`src/rtl/calf_inject_queue.sv`:
```
// Injection-side node interface for the CALF bufferless router: builds stamped control flits,
// queues them and offers the head on router port 4. Optional counters: CALF_INJ_STATS_EN.
module calf_inject_queue #(
  parameter logic [3:0]  NODE_ID = 4'd0,
  parameter int unsigned DEPTH   = 4
) (
  input  logic                       clk,
  input  logic                       rst,
  input  logic                       enq_valid,
  output logic                       enq_ready,
  input  logic [127:0]               enq_payload,
  input  logic [3:0]                 enq_mshr,
  input  logic [3:0]                 enq_dest,
  output logic [143:0]               port4_ci,
  input  logic                       port4_ready,
  input  logic                       port4_ack,
  output logic [$clog2(DEPTH):0]     occupancy,
  output logic [31:0]                stat_injected,
  output logic [31:0]                stat_stall
);

  localparam int unsigned AW = $clog2(DEPTH);
  localparam int unsigned CW = AW + 1;

  logic [143:0]  mem [DEPTH];
  logic [AW-1:0] wr_ptr, rd_ptr;
  logic [CW-1:0] count, count_d;
  logic [2:0]    seq;
  logic          push, pop, presented;
  logic [143:0]  new_flit;

  assign enq_ready = (count != CW'(DEPTH));
  assign push      = enq_valid && enq_ready;
  assign presented = (count != '0) && port4_ready;
  // Built flits always carry the valid bit, so "presented" equals "port4_ci nonzero".
  assign pop       = port4_ack && presented;
  assign port4_ci  = presented ? mem[rd_ptr] : 144'h0;
  assign occupancy = count;
  assign new_flit  = {enq_payload, enq_mshr, 1'b1, seq, NODE_ID, enq_dest};

  always_comb begin
    count_d = count;
    unique case ({push, pop})
      2'b10:   count_d = count + CW'(1);
      2'b01:   count_d = count - CW'(1);
      default: ;
    endcase
  end

  always_ff @(posedge clk) begin
    if (rst) begin
      wr_ptr <= '0;
      rd_ptr <= '0;
      count  <= '0;
      seq    <= '0;
    end else begin
      if (push) begin
        wr_ptr <= wr_ptr + AW'(1);
        seq    <= seq + 3'd1;
      end
      if (pop) rd_ptr <= rd_ptr + AW'(1);
      count <= count_d;
    end
  end

  // Storage is never cleared; only the pointers and count define validity.
  always_ff @(posedge clk) begin
    if (push) mem[wr_ptr] <= new_flit;
  end

`ifdef CALF_INJ_STATS_EN
  logic [31:0] injected_q, stall_q;

  always_ff @(posedge clk) begin
    if (rst) begin
      injected_q <= '0;
      stall_q    <= '0;
    end else begin
      if (pop) injected_q <= injected_q + 32'd1;
      if ((count != '0) && !pop) stall_q <= stall_q + 32'd1;
    end
  end

  assign stat_injected = injected_q;
  assign stat_stall    = stall_q;
`else
  assign stat_injected = 32'h0;
  assign stat_stall    = 32'h0;
`endif

endmodule

```
`config.mk`:
```
export PLATFORM = sky130hd
export DESIGN_NAME = calf_inject_queue
export DESIGN_NICKNAME = d
export VERILOG_FILES = /design/src/rtl/calf_inject_queue.sv
export SDC_FILE = /design/constraint.sdc
export NUM_CORES = 1
export LEC_CHECK = 0
export CORE_ASPECT_RATIO = 1.1
export CORE_MARGIN = 5
export CORE_UTILIZATION = 50
export CTS_CLUSTER_DIAMETER = 50
export DETAILED_ROUTE_END_ITERATION = 7
export GPL_ROUTABILITY_DRIVEN = 0
export HOLD_SLACK_MARGIN = 0.1
export PLACE_DENSITY = 0.85
export SYNTH_ARGS = -nofsm -noshare
export SYNTH_HDL_FRONTEND = slang
export SYNTH_SLANG_ARGS = --single-unit
```
`constraint.sdc`:
```
create_clock -name clk -period 9 [get_ports clk]
set_input_delay 0.9 -clock clk [delete_from_list [all_inputs] [get_ports clk]]
set_output_delay 0.9 -clock clk [all_outputs]
set_load 0.1 [all_outputs]
```
* Word-level counts from Yosys, hierarchy flattened
Memories as Yosys holds them, arrays and structs flattened. A register that Yosys moved wholly into a read port is not among the register bits.
Index checks and enable logic that the tools add are counted.
** Cells by class
- Add/sub/neg operators :: 5
- Eq/ne operators :: 3
- Multiplexer cells :: 6
- Reduce and logical (&&, ||, !) cells :: 5
** Operators with widths (count)
- 144-bit 2-to-1 mux :: 1
- 3-bit by 1-bit adder with 3-bit output (second input constant) :: 2
- 3-bit case mux with 2 select lines :: 1
- 2-bit by 1-bit adder with 2-bit output (second input constant) :: 2
- 2-bit 2-to-1 mux :: 2
- 1-bit logical AND :: 3
- 3-bit inequality test (second input constant) :: 1
- 3-bit nonzero test :: 1
- 3-bit by 1-bit subtractor with 3-bit output (second input constant) :: 1
- 2-bit by 1-bit == test with 1-bit output (second input constant) :: 1
- 2-bit == test (second input constant) :: 1
- 1-bit 2-to-1 mux :: 2
- 2-bit nonzero test :: 1
** Storage, ports and cells
- Register bits :: 10
- Bits in writable memories :: 556
- Input port bits :: 141
- Logic and storage cells :: 24
- Memories :: 1
** Memory list
- mem :: words 4, bits a word 139, rd ports 1, clocked after Yosys merged registers in 1, wr ports 1, line 25 : logic [143:0] mem [DEPTH];

* Depth between registers and ports, before layout
Gate-level depths: netlist of the first run.
- Depth in word-level cells :: 5
- Depth in mapped cells :: 10
- Depth with buffers taken out :: 9

* Least setup slack after synthesis of the first run
No wires, ideal clock.
- Kind :: flip-flop to flip-flop
- Start :: register count[0] (netlist: occupancy[0])
- End :: memory mem[0][0] (netlist bit) (enable)
- Data arrival time :: 5.321 ns
- Data required time :: 8.484 ns
- Path slack :: 3.163 ns
- Stages on the path, launching flop included :: 4
- Clock period less this slack :: 5.837 ns
- Path through :: dfxtp_1 nor3b_2 inv_1 and3_1
** Between the ends
- Longest elaborated chain between the ends :: 4
** RTL lines
- start, declared :: line 27 : logic [CW-1:0] count, count_d;
- start signal, assigned :: line 62 : count <= count_d;
- 3-bit inequality test :: line 32 : assign enq_ready = (count != CW'(DEPTH));
- named net enq_ready :: line 10 : output logic enq_ready,
- 1-bit logical AND :: line 33 : assign push = enq_valid && enq_ready;
- 1-bit 2-to-1 mux :: line 68 : if (push) mem[wr_ptr] <= new_flit;
- 1-bit 2-to-1 mux (implied by the code) :: line 68
- end, declared :: line 25
The timed path passes the listed nets, and every way through them passes these cells.

* Final worst setup path of the first run
- Start :: input port4_ready
- End :: output port4_ci[19]
** Between the ends
- Longest elaborated chain between the ends :: 2
** RTL lines
- start, declared :: line 15 : input logic port4_ready,
- 1-bit logical AND :: line 34 : assign presented = (count != '0) && port4_ready;
- 144-bit 2-to-1 mux :: line 37 : assign port4_ci = presented ? mem[rd_ptr] : 144'h0;
- end, declared :: line 14 : output logic [143:0] port4_ci,
Every way passes these cells.

==> flow_metrics.tcl, run 1 <==
set metrics [dict create \
    synth-compound-area-share_pct 0.373 \
    htree_levels 2 \
    antenna_left 0 \
    synthXorXnorAreaFrac_pct 0.119 \
    antenna_found_initial 4 \
    vias 10400 \
    drive_gt1_share_pct 18.0 \
    whs_ns 0.521 \
    cts.sinks 568 \
    worst_pin_slew_ns 1.07 \
    cp_max_fo 71 \
    yosys_warnings 0 \
    fp.dieW_um 211 \
    fin_util_pct 62.3 \
    place_inst 1842 \
    crit_chain "clkdlybuf4s50_1 -> o31a_2 -> buf_4 -> buf_4 -> and2_1 -> clkdlybuf4s50_1" \
    die_y_um 231 \
    critPathLaunchType "primary input" \
    grt_pass1_wl_um 67400 \
    power.density_nw_per_um2 266 \
    fin_worst_skew_ns 0.0151 \
    cts-buffers-inserted 56 \
    max_freq_mhz 198 \
    routedWlPerCell_um 22.9 \
    yosysUniqueCellTypes 27 \
    slew_headroom_pct 28.5 \
    synth_seq_cells 568 \
    cts.repair.resized 0 \
    setup_tns_ns 0 \
    nFillCells 2937 \
    synth_mux_area_share_pct 14.2 \
    port_buffers 284 \
    path_clk_slew_ns 0.06 \
    dieArea_um2 48600 \
    synth_ff_type "edfxtp_1" \
    rsz0062_at_grt "no" \
    synth_adder_area_share_pct 0.430 \
    drc 0 \
    synth_cells 1020 \
    netlist_top_cells_area "edfxtp_1 75%, mux4_2 14%, and2_1 3.9%" \
    dp_hpwl_um 27000 \
    syn2layout_area_growth_pct 22.6 \
    yosysMostFrequentCell "edfxtp_1" \
    drv_slew 0 \
    crit_type "in -> out" \
    grt.overflow.total 0 \
    fin_cells 1946 \
    arrival_ns 4.14 \
    crit_slowest_cell "clkdlybuf4s50_1" \
    hp-class "reg -> reg" \
    setup_viol 0 \
    drt_iter0_markers 613 \
    clk_path_buf_depth 3 \
    cp.required_ns 8.10 \
    use_met1_pct 24.5 \
    yosys.area.top_type "edfxtp_1" \
    end_kind "output port" \
    clock_latency_ns 0.59 \
    yosys.area.top_type_share_pct 75.5 \
    crit_buf_inv 4 \
    finalHoldViolations 0 \
    total_leakage_power_nw 8.74 \
    dr.pass1.iters 5 \
    io_pins 353 \
    synth_top_family_by_area "multiplexers" \
    post_cts_buffers 0 \
    synth-simple-area-share_pct 4.42 \
    maxCapViolCount 0 \
    syn_area_um2 22100 \
    vias_per_cell 5.35 \
    synth_async_sr_flop_share_pct 0 \
    use_met3_pct 5.09 \
    period_share_pct 56.0 \
    finalWirelength_um 44600 \
    cts_hold_buf 0 \
    use_met2_pct 29.7 \
    status "completed" \
    busiest_layer "met2" \
    max_stage_delay_ns 1.14 \
    yosysSeqAreaShare_pct 76.6 \
    grt_usage_pct 18.2 \
    cpLargestDelayFamily "buffers and inverters" \
    synth-edff-count 556 \
    cts-root-buf "clkbuf_16" \
    cts_tree "done" \
    period_minus_slack_ns 5.04 \
    num_rows 80 \
    core_area_um2 43500 \
    grt_max_degree 72 \
    syn_avg_cell_area_um2 21.7 \
    fin_nets 1474 \
    peakVddDrop_mv 0.227 \
    grt_pass1_vias 10900 \
    initial_utilization_pct 50.8 \
    synth_commonest_cells "556 x edfxtp_1, 139 x and2_1, 139 x mux4_2" \
]
[per-stage QoR]
stage | worst slack (ns) | total power, W | cell area, um^2
6_report | 3.96 | 0.00722 | 27100
5_1_grt | 3.69 | 0.00749 | 27100
2_1_floorplan | 3.16 | 0.00457 | 22400
3_3_place_gp | 3.92 | 0.00494 | 25300
4_1_cts | 3.84 | 0.00731 | 27100
3_5_place_dp | 3.88 | 0.00497 | 25300
[final timing paths]
check	endpoint	slack (ns)	start	cells after the start
worst min-delay path	wr_ptr[1]$_SDFFE_PP0P_	0.52	wr_ptr[1]$_SDFFE_PP0P_	2
worst max register to register	mem[0][23]$_DFFE_PP_	6.39	occupancy[2]$_SDFFE_PP0P_	4
worst min register to register	wr_ptr[1]$_SDFFE_PP0P_	0.52	wr_ptr[1]$_SDFFE_PP0P_	2
worst max-delay path	port4_ci[19]	3.96	port4_ready	6
[tightest hold or removal path, delay by kind of cell, from the launching register on]
family / cells / cell delay (ns)
flip-flops: 1 / 0.33
AO/OA/AOI/OAI: 2 / 0.14
[where the power goes]
group / internal, W / total, W / switching, W / leakage [nW]
logic: 0.000476 / 0.00178 / 0.00131 / 2.62
clock network: 0.00138 / 0.00233 / 0.000943 / 0.916
registers: 0.00306 / 0.00311 / 0.0000513 / 5.21
total: 0.00492 / 0.00722 / 0.00230 / 8.74
[layer usage]
metal / vias up / routed length, um
met3: 68 / 3870
met1: 5333 / 17200
met2: 446 / 22400
met4: 4 / 993
met5: - / 22
li1: 4567 / -
[flip-flops by register name (all words and copies together), names as in the netlist, named ones only]
register and cells:
mem 556, occupancy 3, seq 3, rd_ptr 2, wr_ptr 2
[cells in the final DEF, fill, tap and decap left out]
master / n
a21oi_1: 7
and2_1: 139
and3_4: 4
buf_12: 1
buf_4: 13
bufinv_16: 7
clkbuf_1: 6
clkbuf_16: 57
clkbuf_8: 3
clkdlybuf4s50_1: 284
clkinv_1: 11
clkinv_2: 10
clkinv_4: 2
clkinvlp_4: 2
conb_1: 68
dfxtp_1: 10
dfxtp_4: 2
diode_2: 2
edfxtp_1: 556
fa_1: 1
ha_1: 6
inv_1: 10
inv_6: 2
inv_8: 2
mux2_2: 1
mux4_2: 139
nand2_1: 1
nand3_1: 3
nor2_1: 7
nor2b_1: 1
nor3b_2: 1
o21ai_0: 6
o311ai_1: 1
o31a_2: 1
or3_1: 3
xnor2_1: 1
xor2_1: 2
[cell families (layout without fill, tap and decap cells)]
logic type	Yosys count	in the layout
multiplexers	140	140
flip-flops	568	568
other	1	70
adder cells (fa/ha/maj)	7	7
XOR/XNOR	3	3
AND/OR/NAND/NOR	159	159
AO/OA/AOI/OAI	15	15
buffers and inverters	127	410
[area by class of cell]
cell class | count | area, um^2 | area share [%]
Sequential cell | 568 | 16900 | 62.5
Multi-Input combinational cell | 392 | 4600 | 17.0
Timing Repair Buffer | 298 | 2960 | 10.9
Clock buffer | 66 | 1490 | 5.49
Tap cell | 574 | 718 | 2.65
Clock inverter | 36 | 374 | 1.38
Inverter | 10 | 37.5 | 0.138
Antenna cell | 2 | 5.00 | 0.0184
Power figures use the tool's default switching activity.
==> inputs of run 2 (changes only) <==
- CORE_UTILIZATION: 50 -> 48
- PLACE_DENSITY: 0.85 -> 0.86
- clock period: 9 -> 4.5 ns (I/O delays scaled with it)
==> flow_metrics.tcl, run 2 (synthesis gave the netlist of run 1 again) <==
set metrics [dict create \
    post_cts_buffers 0 \
    maxCapViolCount 0 \
    io_pins 353 \
    cts.sinks 568 \
    setup_viol 0 \
    clock_latency_ns 0.58 \
    end_kind "output port" \
    crit_chain "buf_12 -> mux4_2 -> and2_1 -> buf_4" \
    cp_max_fo 76 \
    clk_path_buf_depth 3 \
    syn2layout_area_growth_pct 21.0 \
    fin_nets 1472 \
    nFillCells 3204 \
    vias_per_cell 5.33 \
    htree_levels 2 \
    antenna_found_initial 4 \
    ff2ff_path_depth 4 \
    worstSetupEndpoint "port4_ci[51]" \
    num_rows 82 \
    arrival_ns 2.76 \
    cts_tree "done" \
    dp_hpwl_um 25400 \
    place_inst 1855 \
    crit_slowest_cell "dfxtp_4" \
    final_cell_mix "556 x edfxtp_1, 145 x buf_4, 144 x clkdlybuf4s50_1" \
    drv_slew 0 \
    hp-class "in -> reg" \
    cp.depth 4 \
    core_area_um2 45600 \
    max_freq_mhz 311 \
    grt_max_degree 141 \
    antenna_left 0 \
    drt_iter0_markers 753 \
    routedWlPerCell_um 22.4 \
    finalWirelength_um 43900 \
    die_y_um 235 \
    cts-root-buf "clkbuf_16" \
    port_buffers 284 \
    status "completed" \
    fin_worst_skew_ns 0.0258 \
    multi_input_area_um2 4600 \
    critPathLaunchType "flip-flop" \
    cp.required_ns 4.05 \
    dieArea_um2 50500 \
    crit_type "reg -> out" \
    vias 10400 \
    grt_usage_pct 17.1 \
    initial_utilization_pct 48.6 \
    grt_pass1_vias 11000 \
    largest_reg_flops 556 \
    seq_area_um2 16900 \
    hp-start "enq_payload[94]" \
    max_stage_delay_ns 0.75 \
    drive_gt1_share_pct 27.8 \
    cts-buffers-inserted 55 \
    cpLargestDelayFamily "flip-flops" \
    finalHoldViolations 0 \
    layout_setup_ws_ns 1.29 \
    total_leakage_power_nw 8.96 \
    r2r_end "mem[2][136]$_DFFE_PP_" \
    dp_slack_ns 1.74 \
    final_common_cell "edfxtp_1" \
    worst_pin_slew_ns 1.25 \
    fp.dieW_um 215 \
    dr.pass1.iters 5 \
    rrSetupSlack_ns 1.92 \
    power.density_nw_per_um2 528 \
    slew_headroom_pct 16.4 \
    drc 0 \
    fin_cells 1958 \
    p_total_w 0.0141 \
    path_clk_slew_ns 0.06 \
    grt.overflow.total 0 \
    regToRegStartpoint "occupancy[2]$_SDFFE_PP0P_" \
    period_share_pct 71.4 \
    largest_register "mem" \
    cts.repair.resized 0 \
    grt_pass1_wl_um 66600 \
    setup_tns_ns 0 \
    peakVddDrop_mv 0.616 \
    period_minus_slack_ns 3.21 \
    crit_buf_inv 2 \
    cts_hold_buf 0 \
    rsz0062_at_grt "no" \
]
[run 2: worst register-to-register path, delay by kind of cell (launching register included)]
family / cells / cell delay, ns
flip-flops: 1 / 0.43
buffers and inverters: 2 / 0.47
AND/OR/NAND/NOR: 2 / 0.69
[run 2: where the power goes]
group / internal [W] / switching (W)
combinational: 0.000892 / 0.00263
clock: 0.00254 / 0.00185
sequential: 0.00612 / 0.000103
[run 2: worst min-delay path by stage]
stage / end / depth (start not counted)
detailed placement: flip-flop / 2
finish: mem[1][105]$_DFFE_PP_ / 1
global route: mem[0][90]$_DFFE_PP_ / 1
global placement: flip-flop / 2
floorplan: flip-flop / 2
CTS: mem[3][105]$_DFFE_PP_ / 1
[run 2: final cells by class]
| type | count | area share (%) |
|---|---|---|
| Sequential cell | 568 | 63.3 |
| Tap cell | 588 | 2.75 |
| Inverter | 10 | 0.140 |
| Multi-Input combinational cell | 392 | 17.2 |
| Clock buffer | 66 | 5.46 |
| Antenna cell | 2 | 0.0187 |
| Timing Repair Buffer | 297 | 10.1 |
| Clock inverter | 35 | 1.09 |
[run 2: per-layer routing]
layer | track usage (%) | vias up | share of wire, %
li1 | - | 4567 | -
met1 | 21.2 | 5393 | 38
met2 | 29.5 | 411 | 52
met3 | 4.94 | 71 | 7.4
met4 | 4.84 | 2 | 2.3
met5 | 0 | - | 0.030
[run 2: metrics by stage]
step	util (%)	instance area, um^2	hold slack [ns]
detailed placement	54.9	25000	0.499
finish	58.8	26800	0.499
global placement	54.9	25000	0.457
CTS	58.7	26800	0.449
global route	58.8	26800	0.462
floorplan	-	22400	0.459
==> inputs of run 3 (changes only) <==
- clock period: 4.5 -> 2.58 ns (I/O delays scaled with it)
==> flow_metrics.tcl, run 3 (synthesis gave the netlist of run 1 again) <==
set metrics [dict create \
    status "completed" \
    fin_worst_skew_ns 0.0143 \
    vias 11000 \
    critPathLaunchType "flip-flop" \
    drv_slew 0 \
    die_y_um 235 \
    rsz0062_at_grt "yes" \
    dp_slack_ns 0.103 \
    drive_gt1_share_pct 36.5 \
    path_clk_slew_ns 0.06 \
    cp_max_fo 11 \
    hp-class "in -> reg" \
    p_int_w 0.0182 \
    routedWlPerCell_um 24.9 \
    port_buffers 284 \
    finalHoldViolations 0 \
    antenna_left 0 \
    num_rows 82 \
    core_area_um2 45600 \
    io_pins 353 \
    setup_viol 0 \
    period_share_pct 99.5 \
    maxCapViolCount 0 \
    layout_setup_ws_ns 0.0136 \
    cts-root-buf "clkbuf_16" \
    cts_hold_buf 0 \
    grt_usage_pct 19.1 \
    antenna_found_initial 3 \
    p_total_w 0.0269 \
    grt_pass1_wl_um 73600 \
    slew_headroom_pct 58.9 \
    cp.required_ns 2.32 \
    worst_pin_slew_ns 0.606 \
    dr.pass1.iters 5 \
    placed_area_um2 27200 \
    drt_iter0_markers 698 \
    initial_utilization_pct 48.6 \
    period_minus_slack_ns 2.57 \
    final_common_cell "edfxtp_1" \
    vias_per_cell 5.45 \
    grt.overflow.total 0 \
    fin_util_pct 64.8 \
    dp_hpwl_um 29800 \
    clk_path_buf_depth 3 \
    syn2layout_area_growth_pct 33.5 \
    end_kind "output port" \
    peakVddDrop_mv 0.754 \
    grt_pass1_vias 11700 \
    largest_reg_flops 556 \
    pwr-share-seq_pct 40.3 \
    htree_levels 2 \
    final_cell_mix "556 x edfxtp_1, 160 x buf_12, 140 x clkdlybuf4s50_1" \
    largest_register "mem" \
    cts_tree "done" \
    pwr-share-clk_pct 30.3 \
    cts.sinks 568 \
    fp.dieW_um 215 \
    max_freq_mhz 390 \
    clock_latency_ns 0.59 \
    combinationalPowerShare_pct 29.4 \
    finalWirelength_um 50100 \
    dieArea_um2 50500 \
    total_leakage_power_nw 9.87 \
    netSwitchingPower_w 0.00868 \
    drc 0 \
    cts-buffers-inserted 58 \
    final_area_um2 29500 \
    fin_nets 1518 \
    fin_cells 2010 \
    grt_max_degree 71 \
    p_sw_share_pct 32.3 \
    place_inst 1883 \
    power.density_nw_per_um2 910 \
    arrival_ns 2.31 \
    crit_type "reg -> out" \
]
-- run 3: through the flow --
step / setup TNS, ns / hold WS [ns]
2_1_floorplan: -46.46 / 0.357
4_1_cts: -0.192 / 0.256
3_5_place_dp: 0 / 0.495
3_3_place_gp: 0 / 0.472
6_report: 0 / 0.295
5_1_grt: -0.777 / 0.270
-- run 3: timing repair --
action,CTS,global route
cloned,1,7
setup buffers,6,1
setup endpoints to repair,114,129
resized for setup,35,54
-- run 3: layer usage --
metal	vias to the layer above	wire [um]	global-route usage (%)
li1	4661	-	-
met1	5713	18900	23.8
met2	506	26400	33.1
met3	82	3680	5.18
met4	0	1090	5.13
met5	-	0	0
-- run 3: layout make-up --
class                           count  area (um^2)
Fill cell                        2863        16000
Timing Repair Buffer              340         5120
Inverter                           10         41.3
Multi-Input combinational cell    392         4800
Antenna cell                        3         7.51
Sequential cell                   568        17000
Clock inverter                     41          363
Tap cell                          588          736
Clock buffer                       68         1510
-- run 3: power by group through the flow --
stage	registers (W)	logic, W	clock network, W
after floorplan	0.0110	0.00486	0
after global placement	0.0110	0.00745	0
after detailed placement	0.0110	0.00752	0
after CTS	0.0108	0.00770	0.00829
after global routing	0.0109	0.00815	0.00872
final	0.0108	0.00790	0.00813
-- run 3: critical path, cell delays in order, from the launching register on --
cell     delay, ns
dfxtp_4       0.41
buf_12        0.19
buf_16        0.17
mux4_2        0.57
and2_4        0.20
buf_12        0.16
-- run 3: path summary, 6_finish.rpt --
| kind | start | to | slack (ns) | cells after the start |
|---|---|---|---|---|
| min | enq_payload[36] | mem[3][47]$_DFFE_PP_ | 0.30 | 1 |
| max reg2reg | occupancy[1]$_SDFFE_PP0P_ | occupancy[2]$_SDFFE_PP0P_ | 0.26 | 9 |
| min reg2reg | rd_ptr[1]$_SDFFE_PP0P_ | flip-flop | 0.50 | 2 |
| max | flip-flop | port4_ci[27] | 0.01 | 5 |
